**config.mk**
```make
export PLATFORM = sky130hd
export DESIGN_NAME = display_scan_8digit
export DESIGN_NICKNAME = d
export VERILOG_FILES = /design/src/rtl/display_scan_8digit.sv
export SDC_FILE = /design/constraint.sdc
export NUM_CORES = 1
export LEC_CHECK = 0
export ABC_AREA = 1
export CAP_MARGIN = 0
export CORE_MARGIN = 5
export CORE_UTILIZATION = 55
export CTS_CLUSTER_DIAMETER = 30
export DETAILED_ROUTE_END_ITERATION = 8
export PLACE_DENSITY = 0.8
export SLEW_MARGIN = 20
export SYNTH_ARGS = -nofsm -noshare
export SYNTH_HDL_FRONTEND = slang
export SYNTH_SLANG_ARGS = --single-unit
```
**constraint.sdc**
```tcl
create_clock -name CLK100MHZ -period 4.46 [get_ports CLK100MHZ]
set_input_delay 0.446 -clock CLK100MHZ [delete_from_list [all_inputs] [get_ports CLK100MHZ]]
set_output_delay 0.446 -clock CLK100MHZ [all_outputs]
set_load 0.1 [all_outputs]
```
**src/rtl/display_scan_8digit.sv**
```systemverilog
// display_scan_8digit: time-multiplexed 8-digit seven-segment scanner with frame-synchronous value update
module display_scan_8digit #(
   parameter int TICKS_PER_DIGIT = 100000,
   parameter int BLANK_TICKS     = 1000
) (
   input  logic        CLK100MHZ,
   input  logic        RST,
   input  logic [31:0] value,
   input  logic        load,
   input  logic [7:0]  dp_mask,
   input  logic [7:0]  digit_en,
   input  logic        blank_lz,
   output logic [7:0]  AN,
   output logic        CA,
   output logic        CB,
   output logic        CC,
   output logic        CD,
   output logic        CE,
   output logic        CF,
   output logic        CG,
   output logic        DP,
   output logic        frame_done
);
   localparam int CW = (TICKS_PER_DIGIT > 1) ? $clog2(TICKS_PER_DIGIT) : 1;
   logic [CW-1:0] cnt_q, cnt_d;
   logic [2:0]    idx_q, idx_d;
   logic [31:0]   stage_q, stage_d, disp_q, disp_d;
   logic          pend_q, pend_d;
   logic [7:0]    an_q, an_d;
   logic [6:0]    seg_q, seg_d;
   logic          dp_q, dp_d, fd_q, fd_d;
   logic          slot_end, frame_end, lit;
   logic [7:0]    hi_zero;
   logic [3:0]    nib;
   function automatic logic [6:0] glyph(input logic [3:0] n);
      case (n)
         4'h0: glyph = 7'b0000001;
         4'h1: glyph = 7'b1001111;
         4'h2: glyph = 7'b0010010;
         4'h3: glyph = 7'b0000110;
         4'h4: glyph = 7'b1001100;
         4'h5: glyph = 7'b0100100;
         4'h6: glyph = 7'b0100000;
         4'h7: glyph = 7'b0001111;
         4'h8: glyph = 7'b0000000;
         4'h9: glyph = 7'b0000100;
         4'hA: glyph = 7'b0001000;
         4'hB: glyph = 7'b1100000;
         4'hC: glyph = 7'b0110001;
         4'hD: glyph = 7'b1000010;
         4'hE: glyph = 7'b0110000;
         default: glyph = 7'b0111000;
      endcase
   endfunction
   // hi_zero[k]: display nibbles k..7 are all zero (leading-zero candidate)
   for (genvar g = 0; g < 8; g++) begin : g_hz
      assign hi_zero[g] = disp_q[31:4*g] == '0;
   end
   // scan timing, frame-synchronous display update, and next output values
   always_comb begin
      slot_end  = cnt_q == CW'(TICKS_PER_DIGIT - 1);
      frame_end = slot_end && idx_q == 3'd7;
      cnt_d     = slot_end ? '0 : cnt_q + CW'(1);
      idx_d     = slot_end ? idx_q + 3'd1 : idx_q;
      stage_d   = load ? value : stage_q;
      disp_d    = !frame_end ? disp_q : load ? value : pend_q ? stage_q : disp_q;
      pend_d    = !frame_end && (load || pend_q);
      nib       = disp_q[{idx_q, 2'b00} +: 4];
      lit       = digit_en[idx_q] && !(blank_lz && idx_q != 3'd0 && hi_zero[idx_q])
                  && int'(cnt_q) >= BLANK_TICKS;
      an_d      = lit ? ~(8'd1 << idx_q) : 8'hFF;
      seg_d     = lit ? glyph(nib) : 7'h7F;
      dp_d      = lit ? ~dp_mask[idx_q] : 1'b1;
      fd_d      = frame_end;
   end
   // state and registered outputs; reset blanks the display and restarts at digit 0
   always_ff @(posedge CLK100MHZ) begin
      if (RST) begin
         cnt_q   <= '0;
         idx_q   <= '0;
         stage_q <= '0;
         disp_q  <= '0;
         pend_q  <= 1'b0;
         an_q    <= 8'hFF;
         seg_q   <= 7'h7F;
         dp_q    <= 1'b1;
         fd_q    <= 1'b0;
      end else begin
         cnt_q   <= cnt_d;
         idx_q   <= idx_d;
         stage_q <= stage_d;
         disp_q  <= disp_d;
         pend_q  <= pend_d;
         an_q    <= an_d;
         seg_q   <= seg_d;
         dp_q    <= dp_d;
         fd_q    <= fd_d;
      end
   end
   assign AN         = an_q;
   assign {CA, CB, CC, CD, CE, CF, CG} = seg_q;
   assign DP         = dp_q;
   assign frame_done = fd_q;
endmodule

```
Yosys cells after proc, flatten, opt, wreduce, memory -nomap -nowiden
Memories as Yosys holds them, arrays and structs flattened. A register that Yosys moved wholly into a read port is not among the register bits.
Index checks and enable logic that the tools add are counted.
{"block": "word_totals", "wordCells": 50, "in_bits": 52, "register_bits": 95, "memories": 1, "rom_bits": 112}
{"block": "classes", "bitwise_logic": 3, "n_eq_ne": 2, "muxes": 8, "n_reduce_logical": 22, "n_shift": 2, "n_lt_le_gt_ge": 2, "n_addsub": 2}
{"memory": "(name not given)", "depth": 16, "word_bits": 7, "rd": 1, "rd_clocked_by_memory_dff": 1, "wr": 0, "line_no": "36", "source": "case (n)"}
{"operator": "32-bit two-way mux", "count": 2}
{"operator": "32-bit logical NOT", "count": 1}
{"operator": "32-bit by 6-bit variable part select with 4-bit output", "count": 1}
{"operator": "28-bit logical NOT", "count": 1}
{"operator": "24-bit logical NOT", "count": 1}
{"operator": "20-bit logical NOT", "count": 1}
{"operator": "17-bit by 1-bit adder with 17-bit output, second input constant", "count": 1}
{"operator": "17-bit == test, second input constant", "count": 1}
{"operator": "17-bit by 10-bit greater-or-equal comparator with 1-bit output, second input constant", "count": 1}
{"operator": "16-bit logical NOT", "count": 1}
{"operator": "12-bit logical NOT", "count": 1}
{"operator": "1-bit binary-select mux with 3-bit select", "count": 3}
{"operator": "8-bit logical NOT", "count": 1}
{"operator": "8-bit inverter", "count": 1}
{"operator": "1-bit by 3-bit left shift with 8-bit output, first input constant", "count": 1}
{"operator": "1-bit logical AND", "count": 6}
{"operator": "4-bit logical NOT", "count": 1}
{"operator": "3-bit by 4-bit < comparator with 1-bit output, second input constant", "count": 1}
{"operator": "2-bit OR reduction", "count": 2}
{"operator": "3-bit by 1-bit adder with 3-bit output, second input constant", "count": 1}
{"operator": "3-bit == test, second input constant", "count": 1}
{"operator": "1-bit two-way mux", "count": 3}
{"operator": "3-bit nonzero test", "count": 1}
{"operator": "1-bit logical NOT", "count": 2}
{"operator": "other kinds (4)", "count": 5}

Logic depth before layout (Yosys ltp)
{"block": "logic_depth", "depth_word": 9, "depth_mapped": 15, "ltp_nobuf": 13}

Worst setup path after synthesis
OpenSTA, ideal clock, no wires.
{"block": "synth_path", "path_kind": "reg-to-reg", "startpoint": "register idx_q[0]", "endpoint": "register seg_q[6]", "stages_incl_launch_ff": 14, "t_required_ps": 4335, "period_less_slack_ps": 1986, "slack_ps": 2474, "setup_time_ps": 125, "arrival_ps": 1861, "path_cell_list": "dfxtp_1 -> buf_4 -> buf_6 -> nand2_1 -> nand3_1 -> nand2_1 -> o21ai_1 -> inv_1 -> ha_1 -> nand3b_1 -> nand3_1 -> nand2_1 -> inv_1 -> nand2_1"}
{"block": "synth_via", "elab_chain_len": 8}
{"element": "start, declared", "line_no": "26", "source": "logic [2:0] idx_q, idx_d;"}
{"element": "start signal, assigned", "line_no": "90", "source": "idx_q <= idx_d;"}
{"element": "1-bit binary-select mux with 3-bit select / 3-bit nonzero test (equally long branches)", "line_no": "69", "source": "lit = digit_en[idx_q] && !(blank_lz && idx_q != 3'd0 && hi_zero[idx_q])"}
{"element": "1-bit two-way mux (implied by the code) / 1-bit logical AND (equally long branches)", "line_no": "69"}
{"element": "1-bit logical AND", "line_no": "69"}
{"element": "1-bit logical NOT", "line_no": "69"}
{"element": "1-bit logical AND", "line_no": "69"}
{"element": "1-bit logical AND", "line_no": "70", "source": "&& int'(cnt_q) >= BLANK_TICKS;"}
{"element": "1-bit inverter (no source line)"}
{"element": "2-bit OR reduction (no source line)"}
{"element": "end, declared", "line_no": "30", "source": "logic [6:0] seg_q, seg_d;"}
Parallel ways exist; a longest one is shown, timed or not. The select of a mux whose other input is x is not followed.
A chain may end at the register's enable or synchronous reset.

Worst setup path after layout
{"block": "layout_path", "startpoint": "register idx_q[1]", "endpoint": "register seg_q[6]"}
The elaborated chain is that of the path after synthesis.

==> qor.csv <==
stage;metric;value;unit
critical_path;slowest_stage;dfxtp_1;
timing;setup_viol;0;
global_route;grt_pass1_wl;18200;um
floorplanning;start_util;56.4;%
hold_path;hp-class;reg2reg;
yosys;yosysUniqueCellTypes;35;
pwr;vdd_drop_max;0.174;mV
cells_and_area;final_layout_size_suffix_gt1_share;5.02;%
cells_and_area;final_cell_mix;nand2_1, nor2_1, dfxtp_1, clkdlybuf4s50_1, inv_1;
timing;hold_ws;0.486;ns
pwr;p_switching;0.382;mW
timing;slew_viol_final;0;
critical_path;path_cells;inv_2 > nand3_1 > nand2_1 > o21ai_1 > inv_1 > ha_1 > nand3b_1 > nand3_1 > nand2_1 > inv_1 > nand2_1;
critical_path;end_kind;flip-flop;
global_route;grt_overflow;0;
pwr;pwr-share-seq;54.7;%
pwr;netSwitchingFraction;22.3;%
floorplanning;die-area;10900;um^2
clock_tree;worstSkewPairLatency;0.37;ns
timing;clock_skew;0.0127;ns
cells_and_area;multiInputGateArea;2420;um^2
placement;io_buffers;68;
placement;dp_hpwl;7310;um
global_route;use_met1;24.5;%
critical_path;worstPathArrival;2.84;ns
critical_path;worstPathMaxFanout;17;
yosys;synth_edf_count;0;
global_route;grtUsageTotal;19.3;%
yosys;ys_warn_count;0;
clock_tree;cts.sinks;102;
pwr;pwr-share-clk;38.5;%
timing;fmax;384;MHz
yosys;synth_cells;697;
cells_and_area;nFillCells;777;
clock_tree;cts_resized;0;
timing;rsz0062_at_grt;no;
timing;tns;0;ns
critical_path;critPathKind;reg2reg;
global_route;use_met2;32.3;%
timing;maxSlewHeadroom;34.8;%
critical_path;crit_path_frequent_cell;nand2_1;
route;initialDrtViolationCount;235;
timing;hold_viol;0;
pwr;p_per_area;296;nW/um^2
placement;placed_cell_area;5550;um^2
timing;period_share;58.3;%
yosys;ys_ff_latch;102;
cells_and_area;utilization;66.6;%
critical_path;cpPeakStageDelay;0.74;ns
global_route;grt_antenna_before_repair;0;
global_route;use_met3;4.84;%
route;via_per_inst;5.01;
critical_path;cp.required;4.70;ns
timing;fin_crit;2.60;ns
yosys;syn_avg_cell_area;7.02;um^2
clock_tree;cts_setup_buffers;0;
clock_tree;cts_made_buffers;9;
placement;gp_congestion;0.884;
clock_tree;clockRootBuffer;clkbuf_8;
clock_tree;path_clk_slew;0.10;ns
yosys;synthArstFlopShare;0;%
clock_tree;hold_buffers;0;
route;routedWlPerCell;11.8;um
pwr;p_int;1.33;mW
cells_and_area;final_common_cell;nand2_1;
cells_and_area;seqCellArea;2040;um^2
cells_and_area;num-nets-final;818;
pwr;combPwrFrac;6.8;%
global_route;grt_pass1_vias;4138;
route;final_antenna_net_count;0;
yosys;mappedNetlistArea;4890;um^2
cells_and_area;synthToLayoutAreaGrowth;18.2;%
yosys;yosysSeqAreaShare;41.7;%
cells_and_area;final_area;5780;um^2
pwr;leakagePower;2.52;nW
global_route;grt_max_degree;65;
clock_tree;cts_buffer_depth;2;
timing;worst_pin_slew;0.974;ns
critical_path;cp-start-kind;flip-flop;
run;cap_violations;0;
floorplanning;core_region_area;8680;um^2
cells_and_area;antennaDiodeCount;0;
yosys;syn_nets;763;
clock_tree;cts_tree;built;
run_status;status;finished clean;
floorplanning;die_h;104;um
global_route;grt_busiest_layer;met2;
floorplanning;rows;34;
route;drt-total-wl;10200;um
route;dr.pass1.iters;5;
floorplanning;die_x;104;um
clock_tree;cts.htree.levels;3;
floorplanning;io_pins;69;
route;num_vias;4330;
yosys;ys.flop_type;dfxtp_1;
route;drc;0;
worst paths after layout:
kind	endpoint	cells after the start	startpoint	slack, ns
worst max-delay path	seg_q[6]	11	idx_q[1]	1.86
worst min-delay path	cnt_q[14]	2	cnt_q[14]	0.49
worst min register to register	cnt_q[14]	2	cnt_q[14]	0.49
worst max register to register	seg_q[6]	11	idx_q[1]	1.86
critical path, delay by kind of cell (launching register included):
kind	cells	cell delay, ns
flip-flops	1	0.74
AND/OR/NAND/NOR	6	0.61
buffers and inverters	3	0.48
AO/OA/AOI/OAI	1	0.38
adder cells (fa/ha/maj)	1	0.27
power by group through the flow:
stage                     sequential, mW  clock [mW]  combinational (mW)
after global routing               0.939       0.708               0.130
after floorplan                    0.956           0              0.0607
after CTS                          0.937       0.672               0.118
after detailed placement           0.958           0               0.117
after global placement             0.957           0               0.114
final                              0.937       0.659               0.116
cell families (layout without fill, tap and decap cells):
family | after synthesis | count (layout) | share of synthesized area, %
AND/OR/NAND/NOR | 420 | 420 | 35.4
XOR/XNOR | 2 | 2 | 0.358
buffers and inverters | 95 | 155 | 8.80
multiplexers | 32 | 32 | 6.55
adder cells (fa/ha/maj) | 14 | 14 | 3.58
flip-flops | 102 | 102 | 41.7
AO/OA/AOI/OAI | 32 | 32 | 3.61
layer usage:
layer | vias up | wire length (um)
li1 | 2266 | -
met1 | 1958 | 4870
met2 | 94 | 4750
met3 | 12 | 491
met4 | 0 | 130
met5 | - | 0
final cells by class:
| type | instances | share of cell area [%] |
|---|---|---|
| flip-flops and latches | 102 | 35.3 |
| repair buffers | 71 | 12.1 |
| multi-input cells | 500 | 41.9 |
| well taps | 108 | 2.34 |
| clock inverters | 6 | 1.60 |
| inverters | 68 | 4.42 |
| clock buffers | 10 | 2.38 |
synthesized netlist by cell type, types with 3 or more instances:
cell	n	area [um^2]
a21oi_1	18	90.1
buf_2	8	40.0
buf_4	3	22.5
buf_6	7	78.8
clkbuf_1	7	26.3
dfxtp_1	102	2040
ha_1	14	175
inv_1	61	229
inv_2	6	22.5
mux2i_1	32	320
nand2_1	195	732
nand3_1	50	250
nand4_1	4	25.0
nor2_1	151	567
nor3_1	5	25.0
o21ai_0	7	35.0
registers in the layout (all words and copies together), names as in the netlist:
register / flops
idx_q: 3
pend_q: 1
DP: 1
frame_done: 1
cnt_q: 17
seg_q: 7
stage_q: 32
disp_q: 32
AN: 8
stage by stage:
stage,instances,power [mW],setup WS [ns]
floorplan,697,1.02,2.47
global placement,849,1.07,1.99
detailed placement,849,1.07,1.88
CTS,865,1.73,1.87
global route,865,1.78,1.63
finish,865,1.71,1.86
Note: power is estimated with default switching activity, not from simulation.
